[config.mk]
export PLATFORM = sky130hd
export DESIGN_NAME = lane_xyz_gather_flat
export DESIGN_NICKNAME = d
export VERILOG_FILES = /design/src/rtl/lane_xyz_gather_if.sv /design/src/rtl/lane_xyz_gather.sv /design/src/flat_wrapper.sv
export SDC_FILE = /design/constraint.sdc
export NUM_CORES = 1
export LEC_CHECK = 0
export CAP_MARGIN = 20
export CORE_ASPECT_RATIO = 0.6
export CORE_MARGIN = 8
export CORE_UTILIZATION = 32
export CTS_CLUSTER_DIAMETER = 30
export CTS_CLUSTER_SIZE = 40
export DETAILED_ROUTE_END_ITERATION = 10
export GPL_ROUTABILITY_DRIVEN = 1
export PLACE_DENSITY = 0.66
export SLEW_MARGIN = 5
export SYNTH_ARGS = -nofsm -noshare
export SYNTH_HDL_FRONTEND = slang
export SYNTH_SLANG_ARGS = --single-unit
export TNS_END_PERCENT = 30
[constraint.sdc]
create_clock -name clk -period 1.9 [get_ports clk]
set_input_delay 0.475 -clock clk [delete_from_list [all_inputs] [get_ports clk]]
set_output_delay 0.475 -clock clk [all_outputs]
set_load 0.02 [all_outputs]
[src/rtl/lane_xyz_gather_if.sv]
`default_nettype none
// ============================================================================
// Module      : lane_xyz_gather_if
// Description : Bundle of the flattened per-lane x/y/z inputs, the one-hot
//               lane grant, and the packed {index,x,y,z} record output of
//               lane_xyz_gather. The out_parity member exists only when
//               LANE_XYZ_PARITY_EN is defined.
// Revision    : 1.0 - initial release
// ============================================================================
interface lane_xyz_gather_if #(
  parameter int NUM_LANES = 2,
  parameter int W         = 8
);
  localparam int IW = (NUM_LANES > 1) ? $clog2(NUM_LANES) : 1;

  logic [NUM_LANES-1:0]   lane_valid;
  logic [NUM_LANES*W-1:0] lane_x;
  logic [NUM_LANES*W-1:0] lane_y;
  logic [NUM_LANES*W-1:0] lane_z;
  logic [NUM_LANES-1:0]   lane_ready;
  logic                   out_valid;
  logic                   out_ready;
  logic [IW-1:0]          out_index;
  logic [W-1:0]           out_x;
  logic [W-1:0]           out_y;
  logic [W-1:0]           out_z;
  logic [15:0]            out_count;
`ifdef LANE_XYZ_PARITY_EN
  logic                   out_parity;
`endif

  // Gather block side: consumes lanes, produces the packed record
  modport slave (
    input  lane_valid, lane_x, lane_y, lane_z, out_ready,
    output lane_ready, out_valid, out_index, out_x, out_y, out_z, out_count
`ifdef LANE_XYZ_PARITY_EN
    , output out_parity
`endif
  );

  // Environment side: drives lanes and the consumer ready
  modport master (
    output lane_valid, lane_x, lane_y, lane_z, out_ready,
    input  lane_ready, out_valid, out_index, out_x, out_y, out_z, out_count
`ifdef LANE_XYZ_PARITY_EN
    , input out_parity
`endif
  );
endinterface
`default_nettype wire

[src/rtl/lane_xyz_gather.sv]
`default_nettype none
// ============================================================================
// Module      : lane_xyz_gather
// Description : Round-robin gather of NUM_LANES flattened x/y/z lanes into a
//               single time-multiplexed {index,x,y,z} record stream with one
//               registered valid/ready output stage and a saturating
//               accepted-record counter.
//               Optional macro LANE_XYZ_PARITY_EN adds a registered even
//               parity bit over {index,x,y,z}.
// Revision    : 1.0 - initial release
// ============================================================================
module lane_xyz_gather #(
  parameter int NUM_LANES = 2,
  parameter int W         = 8
) (
  input  logic             clk,
  input  logic             rst,
  lane_xyz_gather_if.slave bus
);
  localparam int             IW        = (NUM_LANES > 1) ? $clog2(NUM_LANES) : 1;
  localparam logic [IW:0]    LANES_EXT = (IW+1)'(NUM_LANES);
  localparam logic [IW-1:0]  LAST_LANE = IW'(NUM_LANES - 1);
  localparam logic [15:0]    COUNT_MAX = 16'hFFFF;

  // Output stage occupancy; out_valid is simply "stage is FULL"
  typedef enum logic [0:0] {
    ST_EMPTY = 1'b0,
    ST_FULL  = 1'b1
  } state_t;

  state_t         state_q, state_d;
  logic [IW-1:0]  rr_ptr_q, rr_ptr_d;
  logic [IW-1:0]  index_q, index_d;
  logic [W-1:0]   x_q, x_d;
  logic [W-1:0]   y_q, y_d;
  logic [W-1:0]   z_q, z_d;
  logic [15:0]    count_q, count_d;
`ifdef LANE_XYZ_PARITY_EN
  logic           parity_q, parity_d;
`endif

  logic                 out_valid;
  logic                 load_ok;
  logic                 handshake;
  logic                 grant_valid;
  logic [IW-1:0]        grant_idx;
  logic [NUM_LANES-1:0] grant_oh;
  logic [IW:0]          cand;
  logic [W-1:0]         sel_x, sel_y, sel_z;

  assign out_valid = (state_q == ST_FULL);
  assign load_ok   = !out_valid || bus.out_ready;
  assign handshake = out_valid && bus.out_ready;

  // Round-robin scan from rr_ptr; first valid lane wins, suppressed under reset or stall
  always_comb begin
    grant_valid = 1'b0;
    grant_idx   = '0;
    grant_oh    = '0;
    cand        = '0;
    for (int k = 0; k < NUM_LANES; k++) begin
      cand = {1'b0, rr_ptr_q} + (IW+1)'(k);
      if (cand >= LANES_EXT) begin
        cand = cand - LANES_EXT;
      end
      if (!grant_valid && bus.lane_valid[cand[IW-1:0]]) begin
        grant_valid = 1'b1;
        grant_idx   = cand[IW-1:0];
      end
    end
    if (rst || !load_ok) begin
      grant_valid = 1'b0;
      grant_idx   = '0;
    end
    if (grant_valid) begin
      grant_oh[grant_idx] = 1'b1;
    end
  end

  // Field mux for the granted lane
  always_comb begin
    sel_x = bus.lane_x[int'(grant_idx)*W +: W];
    sel_y = bus.lane_y[int'(grant_idx)*W +: W];
    sel_z = bus.lane_z[int'(grant_idx)*W +: W];
  end

  // Next state of output stage, pointer and counter
  always_comb begin
    state_d  = state_q;
    rr_ptr_d = rr_ptr_q;
    index_d  = index_q;
    x_d      = x_q;
    y_d      = y_q;
    z_d      = z_q;
    count_d  = count_q;
`ifdef LANE_XYZ_PARITY_EN
    parity_d = parity_q;
`endif
    if (grant_valid) begin
      // A load during a handshake replaces the drained record with no bubble
      state_d  = ST_FULL;
      index_d  = grant_idx;
      x_d      = sel_x;
      y_d      = sel_y;
      z_d      = sel_z;
      rr_ptr_d = (grant_idx == LAST_LANE) ? '0 : grant_idx + 1'b1;
`ifdef LANE_XYZ_PARITY_EN
      parity_d = ^{grant_idx, sel_x, sel_y, sel_z};
`endif
    end else if (handshake) begin
      state_d = ST_EMPTY;
    end
    if (handshake && (count_q != COUNT_MAX)) begin
      count_d = count_q + 16'd1;
    end
  end

  // State registers with synchronous reset; a pending record is dropped on reset
  always_ff @(posedge clk) begin
    if (rst) begin
      state_q  <= ST_EMPTY;
      rr_ptr_q <= '0;
      index_q  <= '0;
      x_q      <= '0;
      y_q      <= '0;
      z_q      <= '0;
      count_q  <= '0;
`ifdef LANE_XYZ_PARITY_EN
      parity_q <= 1'b0;
`endif
    end else begin
      state_q  <= state_d;
      rr_ptr_q <= rr_ptr_d;
      index_q  <= index_d;
      x_q      <= x_d;
      y_q      <= y_d;
      z_q      <= z_d;
      count_q  <= count_d;
`ifdef LANE_XYZ_PARITY_EN
      parity_q <= parity_d;
`endif
    end
  end

  assign bus.lane_ready = grant_oh;
  assign bus.out_valid  = out_valid;
  assign bus.out_index  = index_q;
  assign bus.out_x      = x_q;
  assign bus.out_y      = y_q;
  assign bus.out_z      = z_q;
  assign bus.out_count  = count_q;
`ifdef LANE_XYZ_PARITY_EN
  assign bus.out_parity = parity_q;
`endif

endmodule
`default_nettype wire
[src/flat_wrapper.sv]
// flat-port wrapper written by rule: the top's interface ports become plain ports
module lane_xyz_gather_flat 
#(
  parameter int NUM_LANES = 2,
  parameter int W         = 8
)
  (clk, rst, bus_lane_valid, bus_lane_x, bus_lane_y, bus_lane_z, bus_out_ready, bus_lane_ready, bus_out_valid, bus_out_index, bus_out_x, bus_out_y, bus_out_z, bus_out_count);
  lane_xyz_gather_if #(.NUM_LANES(NUM_LANES), .W(W)) bus_i ();
  input  logic clk;
  input  logic rst;
  input wire logic [$bits(bus_i.lane_valid)-1:0] bus_lane_valid;
  input wire logic [$bits(bus_i.lane_x)-1:0] bus_lane_x;
  input wire logic [$bits(bus_i.lane_y)-1:0] bus_lane_y;
  input wire logic [$bits(bus_i.lane_z)-1:0] bus_lane_z;
  input wire logic [$bits(bus_i.out_ready)-1:0] bus_out_ready;
  output wire logic [$bits(bus_i.lane_ready)-1:0] bus_lane_ready;
  output wire logic [$bits(bus_i.out_valid)-1:0] bus_out_valid;
  output wire logic [$bits(bus_i.out_index)-1:0] bus_out_index;
  output wire logic [$bits(bus_i.out_x)-1:0] bus_out_x;
  output wire logic [$bits(bus_i.out_y)-1:0] bus_out_y;
  output wire logic [$bits(bus_i.out_z)-1:0] bus_out_z;
  output wire logic [$bits(bus_i.out_count)-1:0] bus_out_count;
  assign bus_i.lane_valid = bus_lane_valid;
  assign bus_i.lane_x = bus_lane_x;
  assign bus_i.lane_y = bus_lane_y;
  assign bus_i.lane_z = bus_lane_z;
  assign bus_i.out_ready = bus_out_ready;
  assign bus_lane_ready = bus_i.lane_ready;
  assign bus_out_valid = bus_i.out_valid;
  assign bus_out_index = bus_i.out_index;
  assign bus_out_x = bus_i.out_x;
  assign bus_out_y = bus_i.out_y;
  assign bus_out_z = bus_i.out_z;
  assign bus_out_count = bus_i.out_count;
  lane_xyz_gather #(.NUM_LANES(NUM_LANES), .W(W)) u_core (.clk(clk), .rst(rst), .bus(bus_i));
endmodule
# Yosys cells after proc, flatten, opt, wreduce, memory -nomap -nowiden
# Cells that the tools add are included.
totals:
  register_bits: 43
  inputBits: 53
  output_inout_bits: 44
classes:
  n_addsub: 5
  n_lt_le_gt_ge: 6
  n_eq_ne: 1
  n_shift: 3
  mux: 18
  n_reduce_logical: 10
op_table:
  columns: ["cell", "count"]
  rows:
  - ["variable part select 16 x 5 -> 8 bit", 3]
  - ["adder 16 x 1 -> 16 bit, second input constant", 1]
  - ["2-to-1 mux 1 bit", 16]
  - ["inequality test 16 bit, second input constant", 1]
  - ["less-than comparator 1 x 2 -> 1 bit, second input constant", 3]
  - ["logical AND 1 bit", 4]
  - ["zero test 1 bit", 3]
  - ["adder 1 x 1 -> 2 bit, second input constant", 1]
  - [">= comparator 1 x 2 -> 1 bit, second input constant", 1]
  - [">= comparator 2 bit, second input constant", 1]
  - ["logical OR 1 bit", 2]
  - ["2-to-1 mux 2 bit", 1]
  - ["nonzero test 2 bit", 1]
  - ["subtractor 1 bit, second input constant", 2]
  - ["adder 1 bit, second input constant", 1]
  - ["demux 1 bit (select 1 bit)", 1]
  - [">= comparator 1 bit, second input constant", 1]

# Depth between registers and ports, before layout
depth:
  ltp_word: 14
  mapped_depth: 5
  depth_no_buf: 5

# Worst setup path before layout
# OpenSTA, ideal clock, no wires.
synth_path:
  path_type: "in2out"
  from: "in bus_out_ready"
  to: "out bus_lane_ready[0]"
  arrival_time_ns: 1.358
  required_ns: 1.425
  path_slack_ns: 0.067
  stages: 4
  cell_sequence: "nand2b_1 -> o211ai_1 -> clkbuf_1 -> nor2b_1"
synth_via:
  elab_chain_cells: 9
  word_cells_on_any_way: 11
  classes_between: "order compare (2); mux (5); reduce/logical (4)"
synth_lines:
  columns: ["item", "line_no", "rtl"]
  rows:
  - ["from (decl)", "flat_wrapper.sv:15", "input wire logic [$bits(bus_i.out_ready)-1:0] bus_out_ready;"]
  - ["logical OR 1 bit (*)", "lane_xyz_gather.sv:52", "assign load_ok = !out_valid || bus.out_ready;"]
  - ["zero test 1 bit (*)", "lane_xyz_gather.sv:71", "if (rst || !load_ok) begin"]
  - ["logical OR 1 bit (*)", "lane_xyz_gather.sv:71", null]
  - ["2-to-1 mux 1 bit", "lane_xyz_gather.sv:71", null]
  - ["less-than comparator 1 x 2 -> 1 bit (not written as such) or >= comparator 1 bit (tied branches)", "lane_xyz_gather.sv:76", "grant_oh[grant_idx] = 1'b1;"]
  - ["logical AND 1 bit (not written as such)", "lane_xyz_gather.sv:76", null]
  - ["2-to-1 mux 1 bit (not written as such)", "lane_xyz_gather.sv:76", null]
  - ["demux 1 bit (select 1 bit)", null, null]
  - ["2-to-1 mux 2 bit (*)", "lane_xyz_gather.sv:75", "if (grant_valid) begin"]
  - ["to (decl)", "flat_wrapper.sv:16", "output wire logic [$bits(bus_i.lane_ready)-1:0] bus_lane_ready;"]
# Every way passes the cells marked *; elsewhere a longest branch is shown, timed or not.

# Final worst setup path
layout_path:
  from: "reg u_core.count_q[15] (netlist: u_core.bus.out_count[15])"
  to: "out bus_out_count[15]"
layout_lines:
  columns: ["item", "line_no", "rtl"]
  rows:
  - ["from (decl)", "lane_xyz_gather.sv:37", "logic [15:0] count_q, count_d;"]
  - ["from (signal assigned)", "lane_xyz_gather.sv:138", "count_q <= count_d;"]
  - ["to (decl)", "flat_wrapper.sv:22", "output wire logic [$bits(bus_i.out_count)-1:0] bus_out_count;"]
# No word-level cell between the ends.

==> parameters.txt <==
Parameter                              Value

Critical path
  Worst reg-to-reg setup slack    about 0.14 ns
  Setup crit end kind    output pin
  Arrival time of data at the critical path endpoint    around 1.4 ns
  Slowest CP cell    clkdlybuf4s50_1
  Startpoint of the lowest-slack register-to-register path    u_core.bus.out_count[2]$_SDFFE_PP0P_
  Endpoint required time on the critical path    approximately 1.4 ns
  Endpoint of the worst register-to-register path    u_core.bus.out_count[13]$_SDFFE_PP0P_
  Delay-heaviest family, CP    buffers and inverters
  CP startpoint kind    flop
  Critical path class    reg2out
  Largest fanout on the critical path    6
  Worst path bufs/invs    1
  Ordered cell list for the critical path    clkdlybuf4s50_1
  R2R cell count    4
  Worst path max stage delay    approximately 0.66 ns

Clock tree
  CTS H-tree depth    2
  Number of sinks driven by the clock tree    43
  TritonCTS Buffers    5
  Bufs on Longest Clock Path    2
  TritonCTS clock tree    done
  Clk root buf    clkbuf_8
  CTS clock-pin slew for the worst setup and hold paths    about 0.08 ns
  Clk Latency, worst-skew pair    ~0.28 ns

Route
  WL met2    between 2000 and 3000 um
  Top layer reached by signal wires    met4
  Detailed-route via count    roughly 2.0k
  Antenna viol nets, final    0
  Routed Wire Length    6501 um
  Detail-routed net length per standard cell    ~16 um
  Pre-antenna DRT Iters    4
  Number of DRC markers in iteration 0    approximately 110
  Per-cell via count in the routed design    just under 5
  Detailed route wirelength on metal3    approximately 410 um
  DR DRC count    0
  Metal1 wirelength    about 3100 um

Yosys
  Cell types with the largest area share after synthesis    dfxtp_1, mux2i_1, nand3_1, o21ai_0, mux2_2
  Synth unique cells    34
  Leading area contributor after synthesis    dfxtp_1
  Cell area after synthesis    about 2000 um^2
  Total nets after synthesis    274
  Sequential share of the synthesized area    0.4313
  Number of standard cells after synthesis    220
  Dominant synthesized flop cell    dfxtp_1
  Yosys Warn Count    0
  Average size of a mapped cell    9.071 um^2
  Post-synth EDFFs    0
  Ys async rst share    0
  Area share of the largest cell type after synthesis    0.4313
  Count of state elements after synthesis    43

STA
  Minimum period implied by the final worst setup slack    between 1.5 and 2 ns
  Rel. slew slack    0.7227
  Number of pins with negative max-slew slack in the final report    0
  Worst Clk Skew    around 0.0053 ns
  Endpoints failing setup    0
  RSZ-0062 raised after global routing    false
  Slew of the pin with the lowest slew margin    between 0.4 and 0.5 ns
  Final hold viol count    0
  Crit share post-route    0.9721
  Setup_tns    0 ns
  F_max    0.5414 GHz
  Final Worst Setup Slack    roughly 0.053 ns

Min path
  End of the worst hold path    u_core.bus.out_x[4]$_SDFFE_PP0P_
  Hold path depth    2
  Class of the most critical hold timing path    reg2reg
  Worst min-delay path startpoint    u_core.bus.out_x[4]$_SDFFE_PP0P_

Flow run
  Max cap viols    0

Global routing
  Wire length of the first global-routing pass    between 10000 and 15000 um
  Global-route usage over all layers    0.1349
  Pin count of the biggest net entering global routing    slightly above 50
  Gr ovfl total    0
  Number of global-route vias before repair    roughly 2k
  Initial antenna violation count    0

Floorplanning
  Top-Level Pins    between 90 and 100
  Placeable core area    between 6000 and 7000 um^2
  Chip Width    about 120 um
  Die Area    roughly 9000 um^2
  Die H    between 70 and 80 um
  Number of rows in the core area    22
  Starting density of the core    0.3281

Layout
  Number of nets in the layout    ~380
  Number of antenna cells inserted    0
  Cell area after layout    3256 um^2
  Area Growth Syn to Fin    63.13%
  Share of post-route cells with drive strength above 1    0.1212

Power
  Design Power    ~2000 uW
  LEAKAGE    around 0.0014 uW
  Maximum resistive drop on vdd    roughly 0.33 mV
  Cell area power density    slightly above 600 nW/um^2

Status
  Run status    completed

Place
  PortBufs    between 90 and 100
  Placed cell areas    3141 um^2
  DP Wirelength    about 5100 um
  Final Wtd Congestion    slightly above 0.9
  Pre-CTS WS    -0.6763 ns
[placed cells by master, fill, tap and decap left out, drive strengths merged]
| cell type | count |
|---|---|
| mux2i | 26 |
| clkdlybuf4s50 | 82 |
| nor4 | 1 |
| dlymetal6s2s | 5 |
| or4 | 4 |
| inv | 4 |
| o21ai | 26 |
| o41ai | 2 |
| o311ai | 2 |
| and4b | 1 |
| a31o | 1 |
| o31ai | 3 |
| and4 | 2 |
| and3 | 2 |
| o211ai | 1 |
| nand2b | 1 |
| ha | 1 |
| nor3 | 4 |
| mux2 | 6 |
| clkbuf | 7 |
| nand4b | 2 |
| a211oi | 1 |
| nand3 | 27 |
| nor2 | 12 |
| dlygate4sd2 | 7 |
| o2111ai | 1 |
| and3b | 1 |
| a21oi | 10 |
| dfxtp | 43 |
| nand2 | 11 |
| a41oi | 1 |
| nand4 | 4 |
| or3 | 1 |
| buf | 20 |
| nor2b | 7 |
| clkinv | 1 |
[worst max path at each step]
stage	cells after the start	from	slack [ns]	endpoint
2_1_floorplan	4	bus_out_ready	0.07	bus_lane_ready[0]
3_3_place_gp	5	bus_out_ready	-0.64	bus_lane_ready[0]
3_5_place_dp	5	bus_out_ready	-0.68	bus_lane_ready[0]
4_1_cts	1	u_core.bus.out_count[10]$_SDFFE_PP0P_	0.008	bus_out_count[10]
5_1_grt	1	u_core.bus.out_count[12]$_SDFFE_PP0P_	0.005	bus_out_count[12]
6_report	1	u_core.bus.out_count[15]$_SDFFE_PP0P_	0.05	bus_out_count[15]
[cells by family after synthesis]
family	share of synthesized area
AO/OA/AOI/OAI	0.1429
multiplexers	0.1643
flip-flops	0.4314
AND/OR/NAND/NOR	0.2213
buffers and inverters	0.03385
adder cells (fa/ha/maj)	0.006269
[layer usage]
layer,global-route usage,vias to the layer above
li1,-,1035
met4,0.03431,0
met5,0,-
met1,0.1725,932
met3,0.03801,4
met2,0.2186,71
[power breakdown]
group | switching, uW | total, uW | internal, uW
logic | 208 | 463 | 254
clock network | 288 | 546 | 258
registers | 33.5 | 992 | 958
total | 530 | 2000 | 1470
[layout make-up]
class | count | area (um^2)
fillers | 588 | 2828
repair buffers | 114 | 1100
multi-input cells | 161 | 1094
flip-flops and latches | 43 | 860.8
well taps | 84 | 105.1
clock buffers | 7 | 76.32
inverters | 4 | 15.01
clock inverters | 1 | 5.005
[synth_stat cells (all sizes together) (2+ instances only)]
cell type  instances
a21oi             10
and3               2
and4               2
buf                2
clkbuf            10
dfxtp             43
inv                4
mux2               6
mux2i             26
nand2             11
nand3             27
nand4              4
nand4b             2
nor2              12
nor2b              7
nor3               4
o21ai             26
o311ai             2
o31ai              3
o41ai              2
or4                4
[registers in the layout, summed over array words and instances (netlist names)]
name	cells
u_core.bus.out_z	8
u_core.rr_ptr_q	1
u_core.bus.out_count	16
u_core.bus.out_index	1
u_core.bus.out_valid	1
u_core.bus.out_y	8
u_core.bus.out_x	8
[per-stage QoR]
| stage | utilization | hold WS (ns) | cells |
|---|---|---|---|
| global placement | 0.5162 | 0.4524 | 404 |
| finish | 0.5352 | 0.4714 | 414 |
| floorplan | - | 0.5021 | 220 |
| CTS | 0.5325 | 0.4781 | 414 |
| global route | 0.5352 | 0.4930 | 414 |
| detailed placement | 0.5162 | 0.4635 | 404 |
[repair_timing]
action | in CTS | in global routing
hold buffers | 0 | 0
buffers inserted | 2 | 0
endpoints found under the setup margin | 6 | 7
gates resized for setup | 22 | 6
gates cloned | 0 | 0
pin swaps | 1 | 1
Note: power is estimated with default switching activity, not from simulation.
